**src/rtl/vect_store_serializer_pkg.sv**
```systemverilog
// Shared types for the vector store path: lane geometry, address width and FSM state names.
package vect_pkg;
  localparam int LANE_W = 24;
  localparam int LANES  = 6;
  localparam int ADDR_W = 16;
  localparam int LIDX_W = 3;

  typedef logic [LANE_W-1:0]       lane_t;
  typedef logic [LANES*LANE_W-1:0] vec_t;
  typedef logic [ADDR_W-1:0]       addr_t;
  typedef logic [LANES-1:0]        mask_t;

  typedef enum logic [1:0] {IDLE, WRITE, DONE} st_e;
endpackage

```
**src/rtl/vect_store_serializer_if.sv**
```systemverilog
// Vector-in / memory-write bundle between the ALU result stage, the serializer and data memory.
interface vect_store_serializer_if;
  logic              in_valid;
  logic              in_ready;
  vect_pkg::vec_t    in_data;
  vect_pkg::addr_t   in_addr;
  vect_pkg::mask_t   in_mask;
  logic              mem_we;
  vect_pkg::addr_t   mem_addr;
  vect_pkg::lane_t   mem_wdata;
  logic              mem_ready;
  logic              busy;
  logic              done;

  modport slave (
    input  in_valid, in_data, in_addr, in_mask, mem_ready,
    output in_ready, mem_we, mem_addr, mem_wdata, busy, done
  );

  modport master (
    output in_valid, in_data, in_addr, in_mask, mem_ready,
    input  in_ready, mem_we, mem_addr, mem_wdata, busy, done
  );
endinterface

```
**src/rtl/vect_store_serializer_lane_prio_enc.sv**
```systemverilog
// Lowest-set-bit encoder over the lane mask; o_any flags a non-empty mask.
module lane_prio_enc
  import vect_pkg::*;
(
  input  mask_t             i_vec,
  output logic [LIDX_W-1:0] o_idx,
  output logic              o_any
);
  always_comb begin
    o_idx = '0;
    o_any = |i_vec;
    for (int i = LANES - 1; i >= 0; i--) begin
      if (i_vec[i]) o_idx = i[LIDX_W-1:0];
    end
  end
endmodule

```
**src/rtl/vect_store_serializer.sv**
```systemverilog
// Serialises the enabled lanes of one ALU result vector into single-lane memory writes.
//   state   | meaning
//   IDLE    | ready for a new vector
//   WRITE   | a lane write is being presented to memory
//   DONE    | one-cycle completion pulse
module vect_store_serializer
  import vect_pkg::*;
(
  input logic                   clk,
  input logic                   rst_n,
  vect_store_serializer_if.slave bus
);
  localparam logic [1:0] S_IDLE  = IDLE;
  localparam logic [1:0] S_WRITE = WRITE;
  localparam logic [1:0] S_DONE  = DONE;

  logic [1:0]        r_state;
  vec_t              r_data;
  addr_t             r_base;
  mask_t             r_rem;
  logic              r_mem_we;
  addr_t             r_mem_addr;
  lane_t             r_mem_wdata;

  logic              w_idle;
  logic              w_hs;
  logic              w_any;
  logic [LIDX_W-1:0] w_lane;
  mask_t             w_rem_clr;
  mask_t             w_enc_in;
  vec_t              w_src_data;
  addr_t             w_src_base;
  lane_t             w_lane_data;
  addr_t             w_lane_addr;

  assign w_idle    = (r_state == S_IDLE);
  assign w_hs      = r_mem_we && bus.mem_ready;
  // rem & (rem-1) drops the lowest set bit, i.e. the lane currently on the bus
  assign w_rem_clr = r_rem & (r_rem - mask_t'(1));

  // In IDLE the first lane is chosen straight from the inputs so mem_we rises right after accept
  assign w_enc_in   = w_idle ? bus.in_mask : w_rem_clr;
  assign w_src_data = w_idle ? bus.in_data : r_data;
  assign w_src_base = w_idle ? bus.in_addr : r_base;

  lane_prio_enc u_enc (
    .i_vec (w_enc_in),
    .o_idx (w_lane),
    .o_any (w_any)
  );

  always_comb begin
    w_lane_data = '0;
    for (int i = 0; i < LANES; i++) begin
      if (w_lane == i[LIDX_W-1:0]) w_lane_data = w_src_data[i*LANE_W +: LANE_W];
    end
  end

  assign w_lane_addr = w_src_base + addr_t'(w_lane);

  always_ff @(posedge clk or negedge rst_n) begin
    if (!rst_n) begin
      r_state     <= S_IDLE;
      r_data      <= '0;
      r_base      <= '0;
      r_rem       <= '0;
      r_mem_we    <= 1'b0;
      r_mem_addr  <= '0;
      r_mem_wdata <= '0;
    end else begin
      case (r_state)
        S_IDLE: begin
          if (bus.in_valid) begin
            r_data <= bus.in_data;
            r_base <= bus.in_addr;
            r_rem  <= bus.in_mask;
            if (w_any) begin
              r_state     <= S_WRITE;
              r_mem_we    <= 1'b1;
              r_mem_addr  <= w_lane_addr;
              r_mem_wdata <= w_lane_data;
            end else begin
              r_state <= S_DONE;
            end
          end
        end
        S_WRITE: begin
          if (w_hs) begin
            r_rem <= w_rem_clr;
            if (w_any) begin
              r_mem_addr  <= w_lane_addr;
              r_mem_wdata <= w_lane_data;
            end else begin
              r_mem_we <= 1'b0;
              r_state  <= S_DONE;
            end
          end
        end
        S_DONE:  r_state <= S_IDLE;
        default: r_state <= S_IDLE;
      endcase
    end
  end

  assign bus.in_ready  = w_idle;
  assign bus.busy      = !w_idle;
  assign bus.done      = (r_state == S_DONE);
  assign bus.mem_we    = r_mem_we;
  assign bus.mem_addr  = r_mem_addr;
  assign bus.mem_wdata = r_mem_wdata;
endmodule

```
**src/flat_wrapper.sv**
```systemverilog
// flat-port wrapper written by rule: the top's interface ports become plain ports
module vect_store_serializer_flat import vect_pkg::*;
  (clk, rst_n, bus_in_valid, bus_in_data, bus_in_addr, bus_in_mask, bus_mem_ready, bus_in_ready, bus_mem_we, bus_mem_addr, bus_mem_wdata, bus_busy, bus_done);
  vect_store_serializer_if bus_i ();
  input logic clk;
  input logic rst_n;
  input wire logic [$bits(bus_i.in_valid)-1:0] bus_in_valid;
  input wire logic [$bits(bus_i.in_data)-1:0] bus_in_data;
  input wire logic [$bits(bus_i.in_addr)-1:0] bus_in_addr;
  input wire logic [$bits(bus_i.in_mask)-1:0] bus_in_mask;
  input wire logic [$bits(bus_i.mem_ready)-1:0] bus_mem_ready;
  output wire logic [$bits(bus_i.in_ready)-1:0] bus_in_ready;
  output wire logic [$bits(bus_i.mem_we)-1:0] bus_mem_we;
  output wire logic [$bits(bus_i.mem_addr)-1:0] bus_mem_addr;
  output wire logic [$bits(bus_i.mem_wdata)-1:0] bus_mem_wdata;
  output wire logic [$bits(bus_i.busy)-1:0] bus_busy;
  output wire logic [$bits(bus_i.done)-1:0] bus_done;
  assign bus_i.in_valid = bus_in_valid;
  assign bus_i.in_data = bus_in_data;
  assign bus_i.in_addr = bus_in_addr;
  assign bus_i.in_mask = bus_in_mask;
  assign bus_i.mem_ready = bus_mem_ready;
  assign bus_in_ready = bus_i.in_ready;
  assign bus_mem_we = bus_i.mem_we;
  assign bus_mem_addr = bus_i.mem_addr;
  assign bus_mem_wdata = bus_i.mem_wdata;
  assign bus_busy = bus_i.busy;
  assign bus_done = bus_i.done;
  vect_store_serializer u_core (.clk(clk), .rst_n(rst_n), .bus(bus_i));
endmodule
```
**config.mk**
```make
export PLATFORM = sky130hd
export DESIGN_NAME = vect_store_serializer_flat
export DESIGN_NICKNAME = d
export VERILOG_FILES = /design/src/rtl/vect_store_serializer_pkg.sv /design/src/rtl/vect_store_serializer_if.sv /design/src/rtl/vect_store_serializer_lane_prio_enc.sv /design/src/rtl/vect_store_serializer.sv /design/src/flat_wrapper.sv
export SDC_FILE = /design/constraint.sdc
export NUM_CORES = 1
export LEC_CHECK = 0
export ABC_CLOCK_PERIOD_IN_PS = 4210
export BUFFER_PORTS_ARGS = -buffer_cell sky130_fd_sc_hd__buf_2
export CORE_MARGIN = 3
export CORE_UTILIZATION = 29
export DETAILED_ROUTE_END_ITERATION = 6
export PLACE_DENSITY_LB_ADDON = 0.08
export SLEW_MARGIN = 15
export SYNTH_ARGS = -nofsm -noshare
export SYNTH_HDL_FRONTEND = slang
export SYNTH_SLANG_ARGS = --single-unit
```
**constraint.sdc**
```tcl
create_clock -name clk -period 4.21 [get_ports clk]
set_clock_uncertainty 0.15 [all_clocks]
set_input_delay 0.842 -clock clk [delete_from_list [all_inputs] [get_ports clk]]
set_output_delay 0.842 -clock clk [all_outputs]
set_load 0.01 [all_outputs]
```
==> results by group, run 1 <==
Status
  – Status: finished, final reports clean

Drt
  – Vias: 9380
  – DR DRC count: 0
  – WL/cell: 22.0 um
  – Detailed Route WL: 40200 um
  – Post-DR vias/cell: 5.15
  – Initial drt markers: 445
  – DR pass1 iterations: 4
  – Number of routed nets with antenna violations: 0

Timing
  – Setup tns final: 0 ns
  – Unrepaired setup endpoints after global routing: no
  – Worst Tran Pin Value: 0.966 ns
  – Final min period: 3.80 ns
  – Pins Over Slew Limit: 0
  – Period utilization: 90.3%
  – Max Freq: 0.263 GHz
  – PnR worst setup slack: 0.408 ns
  – Max_slew headroom: 35.6%
  – Setup violations, final: 0
  – Final Hold Fails: 0

Place
  – RD Place Congestion: 0.802
  – HPWL Detailed: 26300 um
  – DP Worst Slack: 0.341 ns
  – Post-DP Area: 12800 um^2
  – IO buf count: 213

GRT
  – First-pass GRT wire length: 61300 um
  – Total track usage: 19.2%
  – Largest net degree at the start of global routing: 101
  – GRT overflow: 0
  – Initial antenna violation count: 15
  – Number of global-route vias before repair: 9661

Die
  – # IOs: 214
  – CORE AREA: 37800 um^2
  – Die W: 203 um
  – # rows: 71
  – Die Span Y: 203 um
  – Initial Util: 29.6%
  – Die Area: 41000 um^2

Clock network
  – Buffer type at the clock tree root: clkbuf_16
  – Clock buffer depth: 3
  – CTS Buf Count: 27
  – PostCTS Resize Cnt: 0
  – H-Tree Depth: 1
  – Worst-skew pair later-pin latency: 0.52 ns
  – Clock-pin slew on the worst setup and hold paths: 0.06 ns
  – Hold_buf cts: 0
  – Post-CTS setup buffers: 0
  – CTS tree: done
  – Clock net sink count: 209

Synth
  – Synthesized area per cell: 10.1 um^2
  – Top FF cell, synth: dfrtp_1
  – Post-synth EDFFs: 0
  – Seq/Total Area, Yosys: 46.7%
  – Post-synthesis cell count: 1106
  – Ys Warns: 0
  – #FFs+latches synth: 209
  – Syn Nets: 1280
  – Async set-reset flop share out of synthesis: 100%
  – Synthesized area: 11200 um^2
  – Synth unique cells: 68

Power and ir drop
  – Pwr per Cell Area: 322 nW/um^2
  – Clk network pwr share: 49.9%
  – VDD IR-drop max: 0.000262 V
  – Overall power: 4390 uW
  – Net Switching: 1020 uW
  – Combinational power share: 4.2%
  – Switching share of total power: 23.2%
  – Register share of total power: 45.8%
  – Power Internal: 3370 uW
  – Leak pwr: 0.00638 uW

Critical path
  – Worst-path cell chain: nor3_1 > a31oi_1 > a21bo_1 > o211ai_1 > ha_1 > inv_1 > fa_1 > or3_1 > o221ai_1 > a21boi_0 > o21ai_0 > o211ai_1
  – Crit. End Element: flop
  – Critical path arrival: 4.06 ns
  – CP delay by family, top: compound AO/OA/AOI/OAI gates
  – Worst Path Max Fanout: 12
  – CP Data Required Time: 4.47 ns
  – Worst setup SP type: flop
  – Bufs and invs on worst path: 1
  – CP max stage delay: 0.52 ns
  – Crit Path Category: reg2reg
  – Slowest cell on crit path: dfrtp_1
  – Most used cell, CP: o211ai_1

Final layout
  – Core Util, Final: 36.0%
  – FILL cells: 3953
  – Final instance area: 13600 um^2
  – Layout cells sized above 1: 35.9%
  – Layout Nets: 1463
  – Synthesis-to-finish area growth: 21.7%

Run
  – Maxcap violations: 0

Min path
  – Min-Delay Path Class: in2async
## path summary, 6_finish.rpt
kind	slack, ns	endpoint	from	cells past startpoint
max reg2reg	0.41	u_core.bus.mem_addr[4]	u_core.r_rem[1]	12
max	0.41	u_core.bus.mem_addr[4]	u_core.r_rem[1]	12
max in group asynchronous	2.76	u_core.r_data[5]	rst_n	2
min	0.19	u_core.r_data[39]	rst_n	1
min in group clk	0.33	u_core.bus.mem_addr[3]	u_core.bus.mem_addr[3]	2
min reg2reg	0.33	u_core.bus.mem_addr[3]	u_core.bus.mem_addr[3]	2
## cells by family (layout without fill, tap and decap cells)
| group | after synthesis | after routing | synth area share, % |
|---|---|---|---|
| mux | 174 | 174 | 17.5 |
| buf+inv | 100 | 301 | 4.49 |
| simple gates | 341 | 341 | 13.2 |
| other cells | 0 | 5 | 0 |
| flops | 209 | 209 | 46.7 |
| xor+xnor | 14 | 14 | 1.09 |
| fa+ha+maj | 4 | 4 | 0.513 |
| compound gates | 264 | 264 | 16.6 |
## state kept, by name, summed over array words and instances, names as in the netlist
| signal | count |
|---|---|
| u_core.r_base | 16 |
| u_core.bus.mem_addr | 16 |
| u_core.r_rem | 6 |
| u_core.bus.mem_we | 1 |
| u_core.bus.mem_wdata | 24 |
| u_core.r_data | 144 |
| u_core.r_state | 2 |
## cells in the mapped netlist, types with 11 or more instances
master	number	area, um^2
clkbuf_1	40	150
a221oi_1	23	201
nand2_1	249	935
o21ai_0	22	110
a21oi_1	55	275
mux2i_1	11	110
buf_2	26	130
dfrtp_1	209	5230
inv_1	13	48.8
nand3_1	28	140
o2111ai_1	24	210
a31oi_1	73	457
o22a_1	23	201
mux2_2	162	1820
nor2_1	18	67.6
## routing by layer
metal	track usage, %	wire, um	vias up
met5	0	116	-
met4	4.58	818	18
met3	4.31	2190	66
met2	31.2	18600	207
met1	26.3	18400	4706
li1	-	-	4383
## cell usage in the layout (no fill, tap or decap), drive strengths merged, types with 4 or more instances in the layout
master and count:
a211oi 4, a21oi 57, a221oi 23, a22o 4, a311oi 4, a31oi 73, buf 240, clkbuf 41
clkinv 5, dfrtp 209, diode 5, inv 13, mux2 162, mux2i 12, nand2 250, nand2b 7
nand3 28, nor2 18, nor3 11, nor4 4, o2111ai 24, o21ai 28, o22a 23, xnor2 5
xor2 9
## area by class of cell
class	instances	area [um^2]	share of cell area [%]
antenna	5	12.5	0.0917
clock buffer	41	798	5.85
clock inverter	6	35.0	0.257
inverter	14	57.6	0.422
multi-input combinational	797	5520	40.5
sequential	209	5230	38.3
tap	511	639	4.69
timing repair buffer	240	1340	9.83
## metrics by stage
stage               hold slack, ns  cells
floorplan                    0.325   1106
global placement             0.316   1771
detailed placement           0.321   1771
CTS                          0.257   1818
global route                 0.227   1821
finish                       0.186   1823
## power by group through the flow
stage	registers, uW	clock network [uW]	logic [uW]
global route	2010	2350	209
finish	2010	2190	186
detailed placement	2050	0	192
CTS	2010	2270	192
floorplan	2050	0	16.8
global placement	2050	0	191
No activity file was read; power rests on OpenSTA's default activity.
==> run 2, diff against run 1 <==
- SYNTH_HIERARCHICAL: not set -> 1
==> results by group, run 2 <==
Die
  – # IOs: 214
  – Die Area: 40300 um^2
  – Initial Util: 29.8%
  – CORE AREA: 37000 um^2
  – # rows: 70
  – Die W: 201 um
  – Die Span Y: 201 um

Synth
  – Synth unique cells: 49
  – Top FF cell, synth: dfrtp_1
  – Synthesized area per cell: 11.0 um^2
  – Cell type with the largest total area after synthesis: dfrtp_1
  – Seq/Total Area, Yosys: 47.5%
  – Post-synth EDFFs: 0
  – Top-count cell post-synth: dfrtp_1
  – Syn Nets: 1172
  – Ys Warns: 6
  – Commonest cells post-synth: dfrtp_1, mux2_2, nand2_1
  – Async set-reset flop share out of synthesis: 100%
  – Post-synthesis cell count: 998
  – Top cells by area, synth: dfrtp_1, mux2_2, mux2i_1
  – Synthesized area: 11000 um^2
  – #FFs+latches synth: 209
  – Synth top area share: 47.5%

Place
  – HPWL Detailed: 25900 um
  – IO buf count: 213
  – RD Place Congestion: 0.772
  – Placed cells: 1664

Timing
  – Max Freq: 0.279 GHz
  – Worst Tran Pin Value: 1.00 ns
  – Period utilization: 85.1%
  – Setup tns final: 0 ns
  – Unrepaired setup endpoints after global routing: no
  – Max_slew headroom: 33.2%
  – Final min period: 3.58 ns
  – Setup violations, final: 0
  – Pins Over Slew Limit: 0
  – Hold slack: 0.239 ns
  – Final Hold Fails: 0

Final layout
  – Max FFs per register: 144
  – Synthesis-to-finish area growth: 21.4%
  – Layout cells sized above 1: 37.5%
  – Commonest cells after routing, fill and taps aside: buf_2, dfrtp_1, mux2_2, nand2_1, mux2i_1
  – Commonest non-fill, non-tap cell in the layout: buf_2
  – Core Util, Final: 36.1%
  – FILL cells: 3811
  – Layout Nets: 1363
  – Finished Layout Cells: 1713
  – Biggest register: u_core/r_data
  – Ant. Diodes: 0

Min path
  – Min-Delay Path Class: in2async

Clock network
  – Post-CTS setup buffers: 0
  – Worst-skew pair later-pin latency: 0.53 ns
  – Hold_buf cts: 0
  – CTS tree: done
  – Clock-pin slew on the worst setup and hold paths: 0.06 ns
  – Clock buffer depth: 3
  – Clock net sink count: 209
  – PostCTS Resize Cnt: 0
  – CTS Buf Count: 27
  – H-Tree Depth: 1
  – Buffer type at the clock tree root: clkbuf_16

Drt
  – DR DRC count: 0
  – Vias: 8313
  – Detailed Route WL: 37100 um
  – Number of routed nets with antenna violations: 0
  – WL/cell: 21.7 um
  – DR pass1 iterations: 4
  – Post-DR vias/cell: 4.85
  – Initial drt markers: 501

Power and ir drop
  – VDD IR-drop max: 0.000238 V
  – Pwr per Cell Area: 339 nW/um^2
  – Overall power: 4530 uW
  – Leak pwr: 0.00606 uW

GRT
  – GR Util met1: 29.1%
  – Met3 Use GR: 3.11%
  – GRT overflow: 0
  – Number of global-route vias before repair: 8543
  – Total track usage: 18.1%
  – Largest net degree at the start of global routing: 152
  – First-pass GRT wire length: 56700 um
  – GR Util met2: 25.5%
  – Initial antenna violation count: 3
  – Top Usage Layer GRT: met1

Critical path
  – Worst reg2reg path depth: 11
  – Worst Path Max Fanout: 13
  – Crit Path Category: reg2reg
  – R2r endpoint: u_core/bus.mem_wdata[20]
  – CP Data Required Time: 4.46 ns
  – Reg2reg start: u_core/r_rem[0]
  – Crit. End Element: flop
  – Critical path arrival: 3.83 ns
  – R2r setup slk: 0.63 ns
  – Worst setup SP type: flop

Run
  – Maxcap violations: 0

Status
  – Status: finished, final reports clean
-- run 2: changes by cell type after synthesis, sizes merged, moves of 23 or more --
cell | before | now
nand2 | 250 | 163
o22ai | 1 | 32
o22a | 23 | 0
o2111ai | 24 | 0
mux2i | 12 | 90
a31oi | 73 | 3
-- run 2: worst max path at each step --
stage	start	endpoint	cells after the start
finish	u_core/r_rem[0]	u_core/bus.mem_wdata[20]	11
global route	u_core/r_state[1]	u_core/bus.mem_wdata[0]	11
CTS	u_core/r_rem[0]	u_core/bus.mem_wdata[19]	11
detailed placement	bus_in_mask[1]	u_core/bus.mem_wdata[3]	11
global placement	bus_in_mask[1]	u_core/bus.mem_wdata[19]	11
floorplan	u_core/r_state[1]	u_core/bus.mem_wdata[22]	16
-- run 2: logic make-up (layout without fill, tap and decap cells) --
family / count (synthesis) / in the layout / synth area share [%]
and+or+nand+nor: 255 / 255 / 10.7
muxes: 254 / 254 / 25.0
DFF: 209 / 209 / 47.5
AOI/OAI and AO/OA: 185 / 185 / 10.2
buffers and inverters: 77 / 288 / 4.95
xor gates and xnor gates: 14 / 14 / 1.11
adders and majority gates: 4 / 4 / 0.523
-- run 2: power by group --
group / internal, uW / switching [uW] / leakage [uW]
logic: 74.1 / 113 / 0.00270
clock network: 1410 / 907 / 0.000454
registers: 2020 / 5.61 / 0.00290
total: 3510 / 1030 / 0.00606
-- run 2: worst max-delay path: stages, from the launching register on --
cell and delay (ns):
dfrtp_1 0.43, or3_1 0.38, nand3_1 0.09, nand2_1 0.09, or4_1 0.52, nor2_1 0.41
nor2_1 0.10, nand2_1 0.49, buf_4 0.30, a21oi_1 0.06, nor4_1 0.30, o31ai_1 0.12
-- run 2: area by class of cell --
cell class | instances | area (um^2) | share of cell area [%]
Multi-Input combinational cell | 712 | 5240 | 39.2
Sequential cell | 209 | 5230 | 39.2
Timing Repair Buffer | 236 | 1350 | 10.1
Clock buffer | 37 | 783 | 5.86
Tap cell | 504 | 631 | 4.72
Clock inverter | 12 | 110 | 0.824
Inverter | 3 | 16.3 | 0.122
-- run 2: per-layer routing --
metal	share of wire (%)	vias up
li1	-	3969
met1	53	4101
met2	41	198
met3	4.7	39
met4	1.5	6
met5	0.10	-
-- run 2: through the flow --
step,instance area (um^2),worst slack (ns)
global placement,12500,0.444
floorplan,11000,0.491
CTS,13400,0.557
detailed placement,12500,0.355
global route,13400,0.272
finish,13400,0.629
